File: src/rtl/gonso_sequencer.sv
// Memory-to-serial sequencer: reads a word window w_count times and emits each
// word MSB first through a valid/ready bit handshake.
module gonso_sequencer #(
   parameter int ADDR_W = 6,
   parameter int DATA_W = 8
) (
   input  logic              clk,
   input  logic              reset,
   input  logic              controller_en,
   input  logic              start,
   input  logic [3:0]        w_count,
   input  logic [ADDR_W-1:0] w_first,
   input  logic [ADDR_W-1:0] w_last,
   input  logic              polarity,
   output logic              progress,
   output logic              cs_n,
   output logic [ADDR_W-1:0] addr,
   input  logic [DATA_W-1:0] rdata,
   output logic              valid,
   output logic              bit_value,
   input  logic              ready
);

   localparam int CNT_W = (DATA_W > 1) ? $clog2(DATA_W) : 1;
   localparam logic [CNT_W-1:0] LAST_BIT = CNT_W'(DATA_W - 1);

   typedef enum logic [1:0] {
      IDLE  = 2'd0,
      FETCH = 2'd1,
      LOAD  = 2'd2,
      SHIFT = 2'd3
   } state_t;

   state_t              state;
   logic [3:0]          cfg_count;
   logic [ADDR_W-1:0]   cfg_first;
   logic [ADDR_W-1:0]   cfg_last;
   logic                cfg_pol;
   logic [3:0]          pass;
   logic [CNT_W-1:0]    bit_cnt;
   logic [DATA_W-1:0]   shift_reg;
   logic [4:0]          pass_next;

   assign pass_next = {1'b0, pass} + 5'd1;

   always_ff @(posedge clk) begin
      if (reset) begin
         state     <= IDLE;
         progress  <= 1'b0;
         cs_n      <= 1'b1;
         addr      <= '0;
         valid     <= 1'b0;
         bit_value <= 1'b0;
         cfg_count <= '0;
         cfg_first <= '0;
         cfg_last  <= '0;
         cfg_pol   <= 1'b0;
         pass      <= '0;
         bit_cnt   <= '0;
         shift_reg <= '0;
      end else if (!controller_en) begin
         state    <= IDLE;
         progress <= 1'b0;
         valid    <= 1'b0;
         cs_n     <= 1'b1;
      end else begin
         case (state)
            IDLE: begin
               if (start && (w_count != 4'd0)) begin
                  cfg_count <= w_count;
                  cfg_first <= w_first;
                  cfg_last  <= w_last;
                  cfg_pol   <= polarity;
                  addr      <= w_first;
                  pass      <= '0;
                  progress  <= 1'b1;
                  cs_n      <= 1'b0;
                  state     <= FETCH;
               end
            end
            FETCH: begin
               cs_n  <= 1'b1;
               state <= LOAD;
            end
            LOAD: begin
               shift_reg <= rdata;
               bit_cnt   <= '0;
               valid     <= 1'b1;
               bit_value <= rdata[DATA_W-1] ^ cfg_pol;
               state     <= SHIFT;
            end
            SHIFT: begin
               if (ready) begin
                  shift_reg <= shift_reg << 1;
                  bit_value <= shift_reg[DATA_W-2] ^ cfg_pol;
                  bit_cnt   <= bit_cnt + CNT_W'(1);
                  // Word done: advance within the window, rewind for another pass, or finish.
                  if (bit_cnt == LAST_BIT) begin
                     valid <= 1'b0;
                     if (addr != cfg_last) begin
                        addr  <= addr + ADDR_W'(1);
                        cs_n  <= 1'b0;
                        state <= FETCH;
                     end else if (pass_next < {1'b0, cfg_count}) begin
                        addr  <= cfg_first;
                        pass  <= pass_next[3:0];
                        cs_n  <= 1'b0;
                        state <= FETCH;
                     end else begin
                        progress <= 1'b0;
                        state    <= IDLE;
                     end
                  end
               end
            end
            default: state <= IDLE;
         endcase
      end
   end

endmodule

File: config.mk
export PLATFORM = sky130hd
export DESIGN_NAME = gonso_sequencer
export DESIGN_NICKNAME = d
export VERILOG_FILES = /design/src/rtl/gonso_sequencer.sv
export SDC_FILE = /design/constraint.sdc
export NUM_CORES = 1
export LEC_CHECK = 0
export ABC_AREA = 1
export BUFFER_PORTS_ARGS = -buffer_cell sky130_fd_sc_hd__buf_2
export CORE_MARGIN = 10
export CORE_UTILIZATION = 56
export DETAILED_ROUTE_END_ITERATION = 8
export GPL_ROUTABILITY_DRIVEN = 0
export PLACE_DENSITY_LB_ADDON = 0.2
export SYNTH_ARGS = -nofsm -noshare
export SYNTH_HDL_FRONTEND = slang
export SYNTH_SLANG_ARGS = --single-unit
File: constraint.sdc
create_clock -name clk -period 2.6 [get_ports clk]
set_input_delay 0.52 -clock clk [delete_from_list [all_inputs] [get_ports clk]]
set_output_delay 0.52 -clock clk [all_outputs]
set_load 0.01 [all_outputs]
==> flow_metrics.env <==
export IMPL_p_clk_share_pct=26.5
export IMPL_diodes=0
export IMPL_grt_overflow=0
export IMPL_start_util_pct=58.9
export IMPL_yosysWarnings=0
export IMPL_n_fill_cell=380
export IMPL_cts_resized=0
export IMPL_via_per_inst=5.10
export IMPL_tightest_slew_ns=0.406
export IMPL_p_leak_nw=1.31
export IMPL_drive_above_1_share_pct=17.3
export IMPL_drc_errors=0
export IMPL_synth_area_um2=2410
export IMPL_switchingPower_w=0.000498
export IMPL_drv_slew=0
export IMPL_cts_root_buf="clkbuf_8"
export IMPL_syn_to_final_growth_pct=12.8
export IMPL_clock_latency_ns=0.30
export IMPL_p_sw_share_pct=32.4
export IMPL_required_ns=2.80
export IMPL_fin_nets=432
export IMPL_critPathKind="flop to flop"
export IMPL_fin_crit_sh_pct=79.0
export IMPL_synth_main_ff_cell="dfxtp_1"
export IMPL_slowest_delay_ns=0.39
export IMPL_vias=2256
export IMPL_wl_mm=5.48
export IMPL_grt_pass1_vias=2173
export IMPL_die_width_um=85.6
export IMPL_rows=23
export IMPL_clockBufferDepth=2
export IMPL_placed_cells=434
export IMPL_cts_max_level=2
export IMPL_drtAntennaViolNets=0
export IMPL_cts_tree="built"
export IMPL_holdCritPathClass="primary input to flop"
export IMPL_fin_worst_skew_ns=0.0100
export IMPL_rsz0062_at_grt="no"
export IMPL_io_pins=40
export IMPL_status="finished, final reports clean"
export IMPL_core_area_um2=4090
export IMPL_portBuffers=39
export IMPL_final_setup_tns_ns=0
export IMPL_grt_pass1_wl_mm=9.53
export IMPL_p_per_area_nw_per_um2=566
export IMPL_grt_max_degree=33
export IMPL_largest_register_ffs=7
export IMPL_first_iter_violations=163
export IMPL_period_minus_slack_ns=2.05
export IMPL_cp_end_kind="flop"
export IMPL_hpwl_mm=4.10
export IMPL_wl_per_cell_um=12.4
export IMPL_vdd_drop_max_mv=0.308
export IMPL_ys_ff_latch=43
export IMPL_die_area_um2=7320
export IMPL_cap_violations=0
export IMPL_path_clk_slew_ns=0.08
export IMPL_intPower_w=0.00104
export IMPL_synth_net_count=394
export IMPL_post_cts_setup_buffers=0
export IMPL_slew_headroom_pct=72.9
export IMPL_grt_usage_pct=15.4
export IMPL_cp_start_kind="flop"
export IMPL_seq_area_um2=861
export IMPL_post_route_util_pct=66.5
export IMPL_drt_pass1_iterations=4
export IMPL_timing_fmax_mhz=487
export IMPL_path_cells="ha_1, xor2_1, ha_1, nand2_1, nand2_1, nand3_1, nand3_1, nand3_4, nand2_2, nor2_1, nor2_2"
export IMPL_postCtsHoldBufs=0
export IMPL_power_frac_seq_pct=48.3
export IMPL_hold_viol=0
export IMPL_worstPathArrival_ns=2.26
export IMPL_synthArstFlopShare_pct=0
export IMPL_ys_types=30
export IMPL_die_h_um=85.6
export IMPL_syn_inst=353
export IMPL_syn_avg_cell_area_um2=6.82
export IMPL_clock_sinks=43
export IMPL_synth_edf_count=0
export IMPL_synth_seq_area_share_pct=35.7
export IMPL_cts_buffers=5
export IMPL_multiInputGateArea_um2=1320
export IMPL_antenna_found_initial=0
export IMPL_stdcell_count=442
export IMPL_slowest_stage="dfxtp_1"
export IMPL_share_comb_of_total_power_pct=25.2
export IMPL_crit_path_max_fanout=12
export IMPL_setup_viol=0
power by group through the flow:
| stage | logic [W] | clock network (W) | registers, W |
|---|---|---|---|
| finish | 0.000388 | 0.000407 | 0.000743 |
| global route | 0.000448 | 0.000444 | 0.000751 |
| CTS | 0.000391 | 0.000414 | 0.000743 |
| detailed placement | 0.000388 | 0 | 0.000758 |
| global placement | 0.000380 | 0 | 0.000757 |
| floorplan | 0.000291 | 0 | 0.000757 |
placed cells by master, fill, tap and decap left out:
cell / synthesis / layout
buf_2: 2 / 39
inv_2: 2 / 2
buf_4: 2 / 5
inv_1: 41 / 41
a31oi_1: 6 / 6
clkbuf_1: 4 / 2
dfxtp_1: 43 / 43
mux2i_1: 1 / 1
o211a_1: 1 / 1
nand2_2: 2 / 2
nor2_8: 1 / 1
nand3_1: 24 / 24
nand4_1: 3 / 3
nand3b_1: 1 / 1
ha_1: 11 / 11
nor2_4: 2 / 2
xnor2_1: 3 / 3
clkbuf_8: 0 / 5
or2_2: 1 / 1
nand2_1: 99 / 99
a21oi_1: 26 / 26
clkinv_2: 0 / 1
o21ai_0: 28 / 28
nand2_4: 1 / 1
nor2_1: 29 / 29
nand3_4: 2 / 2
xor2_1: 5 / 5
nor2_2: 7 / 7
o21ai_1: 1 / 1
final timing paths:
| check | startpoint | to | slack [ns] | cells after the start |
|---|---|---|---|---|
| max | pass[0]$_SDFFE_PP0P_ | addr[1]$_SDFFE_PP0P_ | 0.55 | 11 |
| min | reset | bit_cnt[2]$_SDFFE_PP0P_ | 0.45 | 2 |
| max reg2reg | pass[0]$_SDFFE_PP0P_ | addr[1]$_SDFFE_PP0P_ | 0.55 | 11 |
| min reg2reg | cfg_first[4]$_SDFFE_PP0P_ | cfg_first[4]$_SDFFE_PP0P_ | 0.45 | 2 |
per-layer routing:
| metal | wire [um] | up-vias | GRT usage (%) |
|---|---|---|---|
| met3 | 357 | 7 | 4.26 |
| met1 | 2630 | 980 | 19.8 |
| met5 | 0 | - | 0 |
| li1 | - | 1204 | - |
| met4 | 78 | 0 | 6.44 |
| met2 | 2410 | 65 | 23.6 |
synthesized netlist by cell type (3+ instances only):
| master | instances | area (um^2) |
|---|---|---|
| nand2_1 | 99 | 372 |
| dfxtp_1 | 43 | 861 |
| inv_1 | 41 | 154 |
| nor2_1 | 29 | 109 |
| o21ai_0 | 28 | 140 |
| a21oi_1 | 26 | 130 |
| nand3_1 | 24 | 120 |
| ha_1 | 11 | 138 |
| nor2_2 | 7 | 43.8 |
| a31oi_1 | 6 | 37.5 |
| xor2_1 | 5 | 43.8 |
| clkbuf_1 | 4 | 15.0 |
| buf_1 | 3 | 11.3 |
| nand4_1 | 3 | 18.8 |
| xnor2_1 | 3 | 26.3 |
through the flow:
| step | hold WS [ns] | power (W) | area [um^2] | setup WS [ns] |
|---|---|---|---|---|
| final | 0.451 | 0.00154 | 2720 | 0.545 |
| after global routing | 0.461 | 0.00164 | 2720 | 0.294 |
| after detailed placement | 0.448 | 0.00115 | 2640 | 0.553 |
| after global placement | 0.442 | 0.00114 | 2640 | 0.653 |
| after CTS | 0.445 | 0.00155 | 2720 | 0.548 |
| after floorplan | 0.424 | 0.00105 | 2410 | 0.727 |
worst max-delay path, delay by kind of cell, from the launching register on:
kind | cells | cell delay, ns
and+or+nand+nor | 8 | 0.89
adders and majority gates | 2 | 0.47
DFF | 1 | 0.39
xor gates and xnor gates | 1 | 0.20
final cells by class:
type	instances	share of cell area [%]
Clock buffer	7	2.81
Clock inverter	1	0.184
Inverter	43	5.94
Multi-Input combinational cell	254	48.5
Sequential cell	43	31.7
Tap cell	50	2.30
Timing Repair Buffer	44	8.56
logic make-up (layout without fill, tap and decap cells):
logic type	count (synthesis)	count (layout)	synth area share (%)
simple gates	172	172	32.3
xor+xnor	8	8	2.91
fa+ha+maj	11	11	5.71
buf+inv	56	95	9.51
flops	43	43	35.7
mux	1	1	0.416
compound gates	62	62	13.4
(Power assumes the default switching activity.)
